## config.mk

```make
export PLATFORM = sky130hd
export DESIGN_NAME = eth_tx_arbiter
export DESIGN_NICKNAME = d
export VERILOG_FILES = /design/src/rtl/eth_pkg.sv /design/src/rtl/rr_arbiter_2.sv /design/src/rtl/eth_tx_arbiter.sv
export SDC_FILE = /design/constraint.sdc
export NUM_CORES = 1
export LEC_CHECK = 0
export BUFFER_PORTS_ARGS = -buffer_cell sky130_fd_sc_hd__buf_2
export CELL_PAD_IN_SITES_DETAIL_PLACEMENT = 1
export CELL_PAD_IN_SITES_GLOBAL_PLACEMENT = 1
export CORE_AREA = 2 2 104 106
export DETAILED_ROUTE_END_ITERATION = 7
export DIE_AREA = 0 0 106 108
export PLACE_DENSITY = 0.53
export SYNTH_ARGS = -nofsm -noshare
export SYNTH_HDL_FRONTEND = slang
export SYNTH_SLANG_ARGS = --single-unit
```

## constraint.sdc

```tcl
create_clock -name refclk -period 2.9 [get_ports refclk]
set_clock_uncertainty 0.2 [all_clocks]
set_input_delay 0.145 -clock refclk [delete_from_list [all_inputs] [get_ports refclk]]
set_output_delay 0.145 -clock refclk [all_outputs]
set_load 0.1 [all_outputs]
```

## src/rtl/eth_pkg.sv

```systemverilog
// Shared encodings for the Ethernet TX path: FSM state codes, framing bytes, saturating counter helper.
package eth_pkg;

  localparam logic [2:0] ST_IDLE     = 3'd0;
  localparam logic [2:0] ST_PREAMBLE = 3'd1;
  localparam logic [2:0] ST_SFD      = 3'd2;
  localparam logic [2:0] ST_DATA     = 3'd3;
  localparam logic [2:0] ST_DRAIN    = 3'd4;
  localparam logic [2:0] ST_IFG      = 3'd5;

  localparam logic [7:0] PREAMBLE_BYTE = 8'h55;
  localparam logic [7:0] SFD_BYTE      = 8'hD5;

  function automatic logic [7:0] sat_inc8(input logic [7:0] v);
    return (v == 8'hFF) ? v : v + 8'd1;
  endfunction

endpackage

```

## src/rtl/rr_arbiter_2.sv

```systemverilog
// Two-way round-robin frame arbiter: grant latched while i_start and a request is present, one cycle.
// History moves only on i_frame_end, so a grant is never pre-empted mid-frame; reset favours requester 0.
module rr_arbiter_2 (
  input  logic       i_clk,
  input  logic       i_rst_n,
  input  logic [1:0] i_req,
  input  logic       i_start,
  input  logic       i_frame_end,
  output logic       o_gnt
);

  logic r_gnt;
  logic r_last;
  logic w_pick;

  // On a tie the requester that did not own the previous frame wins.
  assign w_pick = (i_req == 2'b11) ? ~r_last : i_req[1];
  assign o_gnt  = r_gnt;

  always_ff @(posedge i_clk or negedge i_rst_n) begin
    if (!i_rst_n) begin
      r_gnt  <= 1'b0;
      r_last <= 1'b1;
    end else begin
      if (i_start && (|i_req)) r_gnt <= w_pick;
      if (i_frame_end) r_last <= r_gnt;
    end
  end

endmodule

```

## src/rtl/eth_tx_arbiter.sv

```systemverilog
// Frames one of two byte streams with preamble/SFD onto a 4-cycle-per-byte RMII byte bus, with IFG spacing.
// First tvalid 2 cycles after a request in IDLE; the granted source sees a one-cycle tready per byte period.
module eth_tx_arbiter
  import eth_pkg::*;
#(
  parameter int IFG_BYTES      = 12,
  parameter int PREAMBLE_BYTES = 7
) (
  input  logic       refclk,
  input  logic       sresetn,
  input  logic       s0_axis_tvalid,
  output logic       s0_axis_tready,
  input  logic       s0_axis_tlast,
  input  logic [7:0] s0_axis_tdata,
  input  logic       s1_axis_tvalid,
  output logic       s1_axis_tready,
  input  logic       s1_axis_tlast,
  input  logic [7:0] s1_axis_tdata,
  output logic       m_axis_tvalid,
  output logic       m_axis_tlast,
  output logic [7:0] m_axis_tdata,
  output logic [7:0] underrun_count
);

  // IDLE and the preamble start-up cycle also keep tvalid low, so the IFG state is two cycles short.
  localparam logic [15:0] IFG_LAST = 16'(IFG_BYTES * 4 - 3);
  localparam logic [15:0] PRE_LAST = 16'(PREAMBLE_BYTES - 1);

  logic [2:0]  r_state;
  logic [1:0]  r_phase;
  logic [15:0] r_cnt;
  logic        r_tvalid;
  logic        r_tlast;
  logic [7:0]  r_tdata;
  logic [1:0]  r_tready;
  logic [7:0]  r_underrun;

  logic [1:0]  w_req;
  logic        w_gnt;
  logic        w_s_vld;
  logic        w_s_last;
  logic [7:0]  w_s_dat;
  logic        w_rdy;
  logic        w_acc;
  logic        w_period_end;
  logic        w_req_load;
  logic        w_frame_end;
  logic        w_arb_start;

  assign w_req        = {s1_axis_tvalid, s0_axis_tvalid};
  assign w_s_vld      = w_gnt ? s1_axis_tvalid : s0_axis_tvalid;
  assign w_s_last     = w_gnt ? s1_axis_tlast  : s0_axis_tlast;
  assign w_s_dat      = w_gnt ? s1_axis_tdata  : s0_axis_tdata;
  assign w_rdy        = w_gnt ? r_tready[1]    : r_tready[0];
  assign w_acc        = w_s_vld & w_rdy;
  assign w_period_end = r_tvalid & (r_phase == 2'd3);
  // No fetch during the period that already carries the frame's last byte.
  assign w_req_load   = r_tvalid & (r_phase == 2'd2) &
                        ((r_state == ST_SFD) | ((r_state == ST_DATA) & ~r_tlast));
  assign w_frame_end  = ((r_state == ST_DATA) & w_period_end & r_tlast) |
                        ((r_state == ST_DRAIN) & w_acc & w_s_last);
  assign w_arb_start  = (r_state == ST_IDLE);

  rr_arbiter_2 u_arb (
    .i_clk       (refclk),
    .i_rst_n     (sresetn),
    .i_req       (w_req),
    .i_start     (w_arb_start),
    .i_frame_end (w_frame_end),
    .o_gnt       (w_gnt)
  );

  always_ff @(posedge refclk or negedge sresetn) begin
    if (!sresetn) begin
      r_state    <= ST_IDLE;
      r_phase    <= 2'd0;
      r_cnt      <= 16'd0;
      r_tvalid   <= 1'b0;
      r_tlast    <= 1'b0;
      r_tdata    <= 8'h00;
      r_tready   <= 2'b00;
      r_underrun <= 8'h00;
    end else begin
      if (r_tvalid) r_phase <= r_phase + 2'd1;
      case (r_state)
        ST_IDLE: begin
          if (|w_req) r_state <= ST_PREAMBLE;
        end
        ST_PREAMBLE: begin
          if (!r_tvalid) begin
            r_tvalid <= 1'b1;
            r_tdata  <= PREAMBLE_BYTE;
            r_cnt    <= 16'd0;
          end else if (w_period_end) begin
            if (r_cnt == PRE_LAST) begin
              r_state <= ST_SFD;
              r_tdata <= SFD_BYTE;
            end else begin
              r_cnt <= r_cnt + 16'd1;
            end
          end
        end
        ST_SFD, ST_DATA: begin
          if (w_req_load) r_tready[w_gnt] <= 1'b1;
          if (w_period_end) begin
            if ((r_state == ST_DATA) && r_tlast) begin
              r_tvalid <= 1'b0;
              r_tlast  <= 1'b0;
              r_state  <= ST_IFG;
              r_cnt    <= 16'd0;
            end else if (w_acc) begin
              r_tdata  <= w_s_dat;
              r_tlast  <= w_s_last;
              r_tready <= 2'b00;
              r_state  <= ST_DATA;
            end else begin
              // Source starved: stop at this byte boundary and keep tready up to flush the rest.
              r_tvalid   <= 1'b0;
              r_underrun <= sat_inc8(r_underrun);
              r_state    <= ST_DRAIN;
            end
          end
        end
        ST_DRAIN: begin
          if (w_acc && w_s_last) begin
            r_tready <= 2'b00;
            r_state  <= ST_IFG;
            r_cnt    <= 16'd0;
          end
        end
        ST_IFG: begin
          if (r_cnt == IFG_LAST) r_state <= ST_IDLE;
          else                   r_cnt   <= r_cnt + 16'd1;
        end
        default: r_state <= ST_IDLE;
      endcase
    end
  end

  assign m_axis_tvalid  = r_tvalid;
  assign m_axis_tlast   = r_tlast;
  assign m_axis_tdata   = r_tdata;
  assign s0_axis_tready = r_tready[0];
  assign s1_axis_tready = r_tready[1];
  assign underrun_count = r_underrun;

endmodule

```

==> results of run 1 <==
[worst max-delay path by stage]
stage / endpoint / slack, ns / depth (start not counted)
2_1_floorplan: underrun_count[7]$_DFFE_PN0P_ / 0.21 / 6
5_1_grt: r_cnt[2]$_DFFE_PN0P_ / 0.17 / 5
6_report: r_cnt[2]$_DFFE_PN0P_ / 0.38 / 5
4_1_cts: r_cnt[0]$_DFFE_PN0P_ / 0.40 / 5
3_5_place_dp: r_cnt[0]$_DFFE_PN0P_ / 0.41 / 5
3_3_place_gp: r_cnt[2]$_DFFE_PN0P_ / 0.47 / 5
[cell usage after synthesis (3+ instances only)]
cell        n  share of area
mux2_4      4          0.024
xnor2_1     6          0.021
nand4_1     9          0.022
o21ai_1     3         0.0059
nand3_1    12          0.024
nor2b_1     8          0.020
and3_1      6          0.015
o21ai_0    21          0.042
dfrtp_1    42           0.42
a21oi_1    10          0.020
nand2_1    21          0.031
a31oi_1     5          0.012
clkbuf_1    3         0.0045
buf_2       5         0.0099
inv_1       7          0.010
a2bb2oi_1   5          0.017
nor2_1      8          0.012
mux2i_1     9          0.036
ha_1        6          0.030
o31ai_1    10          0.030
nand2b_1    5          0.012
[per-layer routing]
| metal | vias to the layer above | wire length, um | GRT usage |
|---|---|---|---|
| met5 | - | 0 | 0 |
| met2 | 14 | 3469 | 0.2138 |
| met3 | 5 | 95 | 0.01507 |
| met4 | 0 | 93 | 0.03947 |
| met1 | 1083 | 3162 | 0.1602 |
| li1 | 1045 | - | - |
[through the flow]
stage | setup slack (ns) | cell area (um^2) | instances | hold slack [ns] | utilization
after CTS | 0.3952 | 3115 | 441 | 0.04329 | 0.3045
after detailed placement | 0.4076 | 2873 | 422 | 0.2068 | 0.2808
after floorplan | 0.2077 | 2530 | 252 | -0.3506 | -
after global placement | 0.4749 | 2873 | 422 | 0.1869 | 0.2808
after global routing | 0.1651 | 3115 | 441 | 0.07214 | 0.3045
final | 0.3796 | 3115 | 441 | 0.03976 | 0.3045
[timing repair]
action | 4_1_cts | 5_1_grt
hold buffers | 11 | 0
buffers inserted | 0 | 0
endpoints found under the setup margin | 0 | 0
hold endpoints to repair | 47 | 0
[logic make-up (layout without fill, tap and decap cells)]
kind of cell	Yosys count	count (layout)	synth area share
AOI/OAI and AO/OA	74	74	0.2117
buffers and inverters	20	73	0.04104
adders and majority gates	6	6	0.02967
xor gates and xnor gates	8	8	0.02770
and+or+nand+nor	87	87	0.2003
DFF	43	43	0.4258
muxes	14	14	0.06380
[worst max-delay path, cell delays in order (launching register included)]
cell and delay (ns):
dfrtp_1 0.77, nand2b_1 0.18, a2bb2oi_1 0.20, o211ai_2 0.39, or2_1 0.47, o21ai_0 0.17
[where the power goes]
| group | internal (uW) | total [uW] | switching, uW |
|---|---|---|---|
| registers | 599 | 599 | 0 |
| clock network | 345 | 572 | 227 |
| logic | 23.9 | 50.1 | 26.2 |
| total | 968 | 1220 | 253 |
[cell type report]
type,instances,area share
inverters,7,0.008434
multi-input cells,189,0.4329
repair buffers,58,0.1157
flip-flops and latches,43,0.3458
well taps,136,0.05462
clock inverters,2,0.01928
clock buffers,6,0.02329
[sequential cells by signal, summed over array words and instances (netlist names)]
name,flops
u_arb.r_last,1
r_phase,2
r_cnt,16
underrun_count,8
u_arb.o_gnt,1
m_axis_tvalid,1
m_axis_tlast,1
r_tready,2
r_state,3
m_axis_tdata,8
==> flow_summary.yaml, run 1 <==
status:
  status: "finished, final reports clean"
hold_path:
  hold_depth: 4
  whs_endpoint: "m_axis_tdata[5]$_DFFE_PN0P_"
  hold_class: "primary input to flop"
  hold_start: "s0_axis_tdata[5]"
clock_network:
  cts_buffers: 5
  h-tree-depth: 2
  cts_tree: "built"
  path_clk_slew_ns: 0.09
  ctsResizeCount: 0
  insertion_delay_ns: 0.30
  ctsLongestPathBuffers: 2
  cts-root-buf: "clkbuf_8"
  cts.sinks: 43
worst_setup_path:
  path_class: "flop to flop"
  worstPathRequired_ns: 2.87
  worstReg2RegStart: "r_state[2]$_DFFE_PN0P_"
  critPathArrivalTime_ns: 2.49
  reg2reg_slack_ns: 0.38
  timing.rr.end: "r_cnt[2]$_DFFE_PN0P_"
  startpoint: "r_state[2]$_DFFE_PN0P_"
  reg2regPathDepth: 5
  start_kind: "flop"
  cp_max_fo: 20
  end_kind: "flop"
placement:
  dp_hpwl_mm: 4.773
  port_buffers: 41
  gp_congestion: 0.7257
timing:
  hold_viol: 0
  rsz0062_at_grt: "false"
  max_freq_ghz: 0.3968
  finalCritPeriodShare: 0.8691
  setup_violations: 0
  slew_violations: 0
  fin_tns_setup_ns: 0
  period_minus_slack_ns: 2.520
  max_slew.worst_pin.slew_ns: 1.027
  slew_headroom: 0.3152
detailed_routing:
  drt_pre_antenna_iters: 4
  wirelength_mm: 6.821
  wl_per_cell_um: 15.47
  avgViaCountPerCell: 4.868
  drc: 0
  antenna_left: 0
  vias: 2147
  drt-initial-drc-count: 65
cells_and_area:
  most-common-layout-cells: "42 x dfrtp_1, 41 x buf_2, 21 x nand2_1, 21 x o21ai_0, 12 x nand3_1"
  seq_area_um2: 1077
  area_delta_synth_final_pct: 23.15
  layout.nets: 332
  antenna_cells: 0
  multi_input_area_um2: 1349
  post_route_cells_drive_above_1_share: 0.2262
  fill_cells: 1184
  layout_commonest_cell: "dfrtp_1"
logic_synthesis:
  ys_seq_area_frac: 0.4258
  netlist-cell-type-count: 56
  syn_inst: 252
  synth_ff_type: "dfrtp_1"
  synth_edf_count: 0
  yosys_warnings: 0
  ys_async_sr_fraction: 1.000
  syn_nets: 280
  synth_area_per_cell_um2: 10.04
  ys_ff_latch: 43
  syn_area_um2: 2530
power_and_ir_drop:
  peakVddDrop_mv: 0.1698
  finalPower_uw: 1221
  power.density_nw_per_um2: 391.9
  leakage_uw: 0.001285
die:
  ios: 42
  start_util: 0.2473
  die_area_um2: 11450
  die_h_um: 108
  die_w_um: 106
  row_count: 37
  coreArea_um2: 10230
grt:
  grt_pass1_wl_mm: 11.40
  gr-usage-all-layers: 0.1232
  grt_pass1_vias: 2243
  grt.overflow.total: 0
  grt_max_degree: 44
  antenna_found_initial: 0
run:
  cap_violations: 0
Note: power is estimated with default switching activity, not from simulation.
==> inputs of run 2 (changes only) <==
--- a/config.mk
+++ b/config.mk
@@ -5,13 +5,14 @@
 export SDC_FILE = /design/constraint.sdc
 export NUM_CORES = 1
 export LEC_CHECK = 0
+export ABC_CLOCK_PERIOD_IN_PS = 2900
 export BUFFER_PORTS_ARGS = -buffer_cell sky130_fd_sc_hd__buf_2
 export CELL_PAD_IN_SITES_DETAIL_PLACEMENT = 1
 export CELL_PAD_IN_SITES_GLOBAL_PLACEMENT = 1
-export CORE_AREA = 2 2 104 106
+export CORE_AREA = 2 2 80 82
 export DETAILED_ROUTE_END_ITERATION = 7
-export DIE_AREA = 0 0 106 108
-export PLACE_DENSITY = 0.53
+export DIE_AREA = 0 0 82 84
+export PLACE_DENSITY = 0.8
 export SYNTH_ARGS = -nofsm -noshare
 export SYNTH_HDL_FRONTEND = slang
 export SYNTH_SLANG_ARGS = --single-unit
==> run 2 against run 1 <==
Net effect:
- via count increased by 2.6%
- global-route usage grew 8.6 points
- non-clock buffer count is 2 lower
- sequential share of layout area grew 1.6 points
- first-iteration DRC count increased by 130%
- wire length is 2.7% lower
- maximum frequency decreased by 0.20%
- design area down 4.3%
- die area is 40% lower
- sequential power barely moved
- sequential cell count stayed put
==> flow_summary.yaml, run 2 (synthesized netlist as in run 1, its figures left out) <==
cells_and_area:
  largest_reg_flops: 16
  top_register: "r_cnt"
  final_area_um2: 2982
  area_delta_synth_final_pct: 17.85
  layout_commonest_cell: "dfrtp_1"
  post_route_cells_drive_above_1_share: 0.2310
  most-common-layout-cells: "42 x dfrtp_1, 41 x buf_2, 21 x nand2_1, 21 x o21ai_0, 12 x nand3_1"
  fill_cells: 698
  antenna_cells: 0
  layout.nets: 330
die:
  die_h_um: 84
  coreArea_um2: 6096
  ios: 42
  die_area_um2: 6888
  start_util: 0.4150
  row_count: 29
  die_w_um: 82
worst_setup_path:
  cp_max_fo: 20
  reg2reg_slack_ns: 0.37
  worstPathRequired_ns: 2.87
  reg2regPathDepth: 5
  start_kind: "flop"
  end_kind: "flop"
  critPathArrivalTime_ns: 2.49
  timing.rr.end: "r_cnt[2]$_DFFE_PN0P_"
  path_class: "flop to flop"
  worstReg2RegStart: "r_state[2]$_DFFE_PN0P_"
timing:
  setup_violations: 0
  period_minus_slack_ns: 2.526
  fin_ws_ns: 0.3745
  max_freq_ghz: 0.3960
  slew_headroom: 0.3441
  hold_viol: 0
  max_slew.worst_pin.slew_ns: 0.9839
  finalCritPeriodShare: 0.8709
  rsz0062_at_grt: "false"
  fin_tns_setup_ns: 0
  slew_violations: 0
grt:
  gr-usage-all-layers: 0.2097
  grt_max_degree: 44
  antenna_found_initial: 0
  grt_pass1_vias: 2210
  grt_pass1_wl_mm: 11.27
  grt.overflow.total: 0
hold_path:
  hold_start: "s0_axis_tdata[4]"
  whs_endpoint: "m_axis_tdata[4]$_DFFE_PN0P_"
  hold_class: "primary input to flop"
  hold_depth: 3
placement:
  gp_congestion: 0.7839
  port_buffers: 41
  dp_hpwl_mm: 4.651
  place_area_um2: 2799
  dp_slack_ns: 0.4286
detailed_routing:
  avgViaCountPerCell: 5.795
  vias: 2202
  drt_pre_antenna_iters: 4
  antenna_left: 0
  drt-initial-drc-count: 148
  drc: 0
  wirelength_mm: 6.639
  wl_per_cell_um: 17.47
clock_network:
  cts-root-buf: "clkbuf_8"
  cts.sinks: 43
  insertion_delay_ns: 0.31
  cts_buffers: 5
  path_clk_slew_ns: 0.09
  ctsResizeCount: 0
  postCtsSetupBuffers: 0
  ctsLongestPathBuffers: 2
  ctsHoldBuffers: 9
  cts_tree: "built"
  h-tree-depth: 2
run:
  cap_violations: 0
power_and_ir_drop:
  leakage_uw: 0.001252
  peakVddDrop_mv: 0.1677
  power.density_nw_per_um2: 354.4
  finalPower_uw: 1057
status:
  status: "finished, final reports clean"
run 2: cell types whose count changed in the layout (fill, tap and decap cells not counted), sizes merged:
| cell | before | now |
|---|---|---|
| bufinv | 2 | 0 |
| clkinvlp | 0 | 2 |
| dlygate4sd3 | 11 | 9 |
| clkbuf | 6 | 5 |
| inv | 7 | 8 |
run 2: how the worst max path moves through the flow:
| stage | start | endpoint | slack [ns] | depth (start not counted) |
|---|---|---|---|---|
| after floorplan | m_axis_tvalid$_DFFE_PN0P_ | underrun_count[7]$_DFFE_PN0P_ | 0.21 | 6 |
| after global placement | r_state[2]$_DFFE_PN0P_ | r_cnt[10]$_DFFE_PN0P_ | 0.52 | 5 |
| after detailed placement | r_state[2]$_DFFE_PN0P_ | r_cnt[2]$_DFFE_PN0P_ | 0.43 | 5 |
| after CTS | r_state[2]$_DFFE_PN0P_ | r_cnt[2]$_DFFE_PN0P_ | 0.38 | 5 |
| after global routing | r_state[2]$_DFFE_PN0P_ | r_cnt[2]$_DFFE_PN0P_ | 0.19 | 5 |
| final | r_state[2]$_DFFE_PN0P_ | r_cnt[2]$_DFFE_PN0P_ | 0.37 | 5 |
run 2: metal layers:
| metal | routed length [um] | vias up | GRT usage | share of wire |
|---|---|---|---|---|
| li1 | - | 1047 | - | - |
| met1 | 3029 | 1104 | 0.2960 | 0.46 |
| met2 | 3301 | 41 | 0.3252 | 0.50 |
| met3 | 210 | 10 | 0.03571 | 0.032 |
| met4 | 98 | 0 | 0.06667 | 0.015 |
| met5 | 0 | - | 0 | 0 |
run 2: layout make-up:
class,count,area (um^2),area share
Clock buffer,5,68.82,0.02308
Timing Repair Buffer,56,340.3,0.1141
Sequential cell,43,1077,0.3613
Inverter,7,26.28,0.008812
Tap cell,77,96.34,0.03231
Multi-Input combinational cell,189,1349,0.4524
Clock inverter,3,23.77,0.007973
run 2: where the power goes:
group | switching (uW) | total, uW | internal (uW)
clock network | 237 | 409 | 173
registers | 0 | 599 | 599
logic | 26.1 | 48.2 | 22.2
run 2: critical path: stages, from the launching register on:
cell and delay, ns:
dfrtp_1 0.75, nand2b_1 0.20, a2bb2oi_1 0.19, o211ai_2 0.39, or2_1 0.47, o21ai_0 0.18
run 2: through the flow:
step           hold WS [ns]    util  std cells
2_1_floorplan       -0.3506       -        252
3_3_place_gp         0.1535  0.4592        363
3_5_place_dp         0.1614  0.4592        363
4_1_cts             0.02949  0.4891        380
5_1_grt             0.04418  0.4891        380
6_report            0.01924  0.4891        380
==> inputs of run 3 (changes only) <==
--- a/config.mk
+++ b/config.mk
@@ -5,14 +5,15 @@
 export SDC_FILE = /design/constraint.sdc
 export NUM_CORES = 1
 export LEC_CHECK = 0
+export ABC_AREA = 1
 export ABC_CLOCK_PERIOD_IN_PS = 2900
 export BUFFER_PORTS_ARGS = -buffer_cell sky130_fd_sc_hd__buf_2
 export CELL_PAD_IN_SITES_DETAIL_PLACEMENT = 1
 export CELL_PAD_IN_SITES_GLOBAL_PLACEMENT = 1
-export CORE_AREA = 2 2 80 82
+export CORE_AREA = 2 2 87 89
 export DETAILED_ROUTE_END_ITERATION = 7
-export DIE_AREA = 0 0 82 84
-export PLACE_DENSITY = 0.8
+export DIE_AREA = 0 0 89 91
+export PLACE_DENSITY = 0.82
 export SYNTH_ARGS = -nofsm -noshare
 export SYNTH_HDL_FRONTEND = slang
 export SYNTH_SLANG_ARGS = --single-unit
==> run 3 against run 2 <==
Net effect:
- sequential share of layout area decreased by 4.2 points
- sequential power increased by 55%
- wire length up 23%
- clock power up 41%
- worst hold slack lost 0.014 ns
- via count grew 32%
- design area up 13%
- largest power group is now combinational logic
==> flow_summary.yaml, run 3 <==
detailed_routing:
  drt_pre_antenna_iters: 4
  avgViaCountPerCell: 5.107
  drc: 0
  drt-initial-drc-count: 58
  antenna_left: 0
  vias: 2901
  wirelength_mm: 8.133
  wl_per_cell_um: 14.32
cells_and_area:
  antenna_cells: 0
  post_route_cells_drive_above_1_share: 0.1493
  layout_commonest_cell: "nand2_1"
  final_area_um2: 3372
  largest_reg_flops: 16
  most-common-layout-cells: "147 x nand2_1, 47 x nand3_1, 42 x dfrtp_1"
  top_register: "r_cnt"
  fill_cells: 967
  layout.nets: 496
  area_delta_synth_final_pct: 17.58
timing:
  rsz0062_at_grt: "false"
  max_slew.worst_pin.slew_ns: 1.014
  period_minus_slack_ns: 2.502
  setup_violations: 0
  slew_violations: 0
  max_freq_ghz: 0.3997
  finalCritPeriodShare: 0.8628
  fin_tns_setup_ns: 0
  slew_headroom: 0.3238
  hold_viol: 0
die:
  die_area_um2: 8099
  die_w_um: 89
  die_h_um: 91
  row_count: 31
  coreArea_um2: 7137
  ios: 42
  start_util: 0.4018
logic_synthesis:
  synth_most_common_cell: "nand2_1"
  syn_area_um2: 2868
  yosys_warnings: 0
  synthTopCellsByCount: "147 x nand2_1, 47 x nand3_1, 42 x dfrtp_1"
  synth_ff_type: "dfrtp_1"
  netlist-cell-type-count: 34
  ys_ff_latch: 43
  synth_top_area_cell: "dfrtp_1"
  syn_nets: 448
  ys_seq_area_frac: 0.3757
  synth_area_per_cell_um2: 6.828
  synth_edf_count: 0
  synth_top_cell_area_share: 0.3665
  ys_async_sr_fraction: 1.000
  syn_inst: 420
  synth_area_leaders: "dfrtp_1 37%, nand2_1 19%, nand3_1 8.2%"
placement:
  place_area_um2: 3146
  port_buffers: 41
  gp_congestion: 0.8639
  dp_hpwl_mm: 5.975
grt:
  gr-usage-all-layers: 0.2151
  grt_pass1_wl_mm: 14.04
  gr-usage-met3: 0.03273
  antenna_found_initial: 0
  use_met2: 0.3837
  grt_max_degree: 44
  grt.overflow.total: 0
  grt_pass1_vias: 3035
  use_met1: 0.2761
  grt-busiest-layer: "met2"
worst_setup_path:
  cp_max_fo: 18
  start_kind: "flop"
  end_kind: "flop"
  worstPathRequired_ns: 2.91
  path_class: "flop to flop"
  critPathArrivalTime_ns: 2.52
clock_network:
  h-tree-depth: 2
  postCtsSetupBuffers: 0
  cts_buffers: 5
  ctsHoldBuffers: 9
  ctsLongestPathBuffers: 2
  ctsResizeCount: 0
  insertion_delay_ns: 0.30
  cts-root-buf: "clkbuf_8"
  path_clk_slew_ns: 0.09
  cts.sinks: 43
  cts_tree: "built"
power_and_ir_drop:
  power.density_nw_per_um2: 1013
  leakage_uw: 0.001692
  peakVddDrop_mv: 0.6317
run:
  cap_violations: 0
hold_path:
  hold_class: "primary input to flop"
status:
  status: "finished, final reports clean"
[run 3: cell type report]
cell class / count / area [um^2] / share of cell area
Clock buffer: 5 / 68.82 / 0.02041
Clock inverter: 3 / 67.56 / 0.02004
Tap cell: 99 / 123.9 / 0.03673
Sequential cell: 43 / 1077 / 0.3195
Inverter: 36 / 135.1 / 0.04007
Timing Repair Buffer: 51 / 302.8 / 0.08980
Multi-Input combinational cell: 331 / 1597 / 0.4735
[run 3: metal layers]
layer	vias up	part of all wire
met1	1373	0.46
li1	1462	-
met5	-	0
met4	0	0.0068
met3	8	0.037
met2	58	0.50
[run 3: critical path, cell delays in order, from the launching register on]
cell,delay (ns)
dfrtp_1,0.51
inv_1,0.34
nand3_1,0.12
nand2_1,0.17
nand2_1,0.12
nand2_1,0.12
nand2_1,0.07
nor2_2,0.11
nand3_2,0.35
o21ai_0,0.31
[run 3: path summary, 6_finish.rpt]
| kind | start | endpoint | slack, ns | cells past startpoint |
|---|---|---|---|---|
| min in group asynchronous | sresetn | r_cnt[12]$_DFFE_PN0P_ | 0.35 | 2 |
| setup / recovery | u_arb.o_gnt$_DFFE_PN0P_ | r_cnt[1]$_DFFE_PN0P_ | 0.40 | 9 |
| hold / removal | s1_axis_tdata[2] | m_axis_tdata[2]$_DFFE_PN0P_ | 0.006 | 5 |
| setup reg to reg | u_arb.o_gnt$_DFFE_PN0P_ | r_cnt[1]$_DFFE_PN0P_ | 0.40 | 9 |
| max in group asynchronous | sresetn | m_axis_tdata[3]$_DFFE_PN0P_ | 1.52 | 2 |
| hold reg to reg | underrun_count[4]$_DFFE_PN0P_ | underrun_count[4]$_DFFE_PN0P_ | 0.30 | 1 |
[run 3: per-stage QoR]
step	utilization	total power (uW)	hold slack, ns	setup slack (ns)	instances
2_1_floorplan	-	2466	-0.3506	0.4736	420
3_3_place_gp	0.4407	2805	0.1704	0.5540	551
3_5_place_dp	0.4407	2854	0.1854	0.4153	551
4_1_cts	0.4725	3452	0.002372	0.3822	568
5_1_grt	0.4725	3641	0.01519	0.1612	568
6_report	0.4725	3416	0.005695	0.3979	568
[run 3: logic make-up (layout without fill, tap and decap cells)]
family | count (synthesis) | after routing | share of synthesized area
simple gates | 268 | 268 | 0.4145
buf+inv | 46 | 95 | 0.06762
compound gates | 49 | 49 | 0.09163
xor+xnor | 8 | 8 | 0.02443
flops | 43 | 43 | 0.3757
fa+ha+maj | 6 | 6 | 0.02618
[run 3: power by group]
part | total [uW] | switching [uW] | internal [uW]
combinational | 1910 | 1520 | 394
sequential | 926 | 162 | 765
clock | 577 | 233 | 344
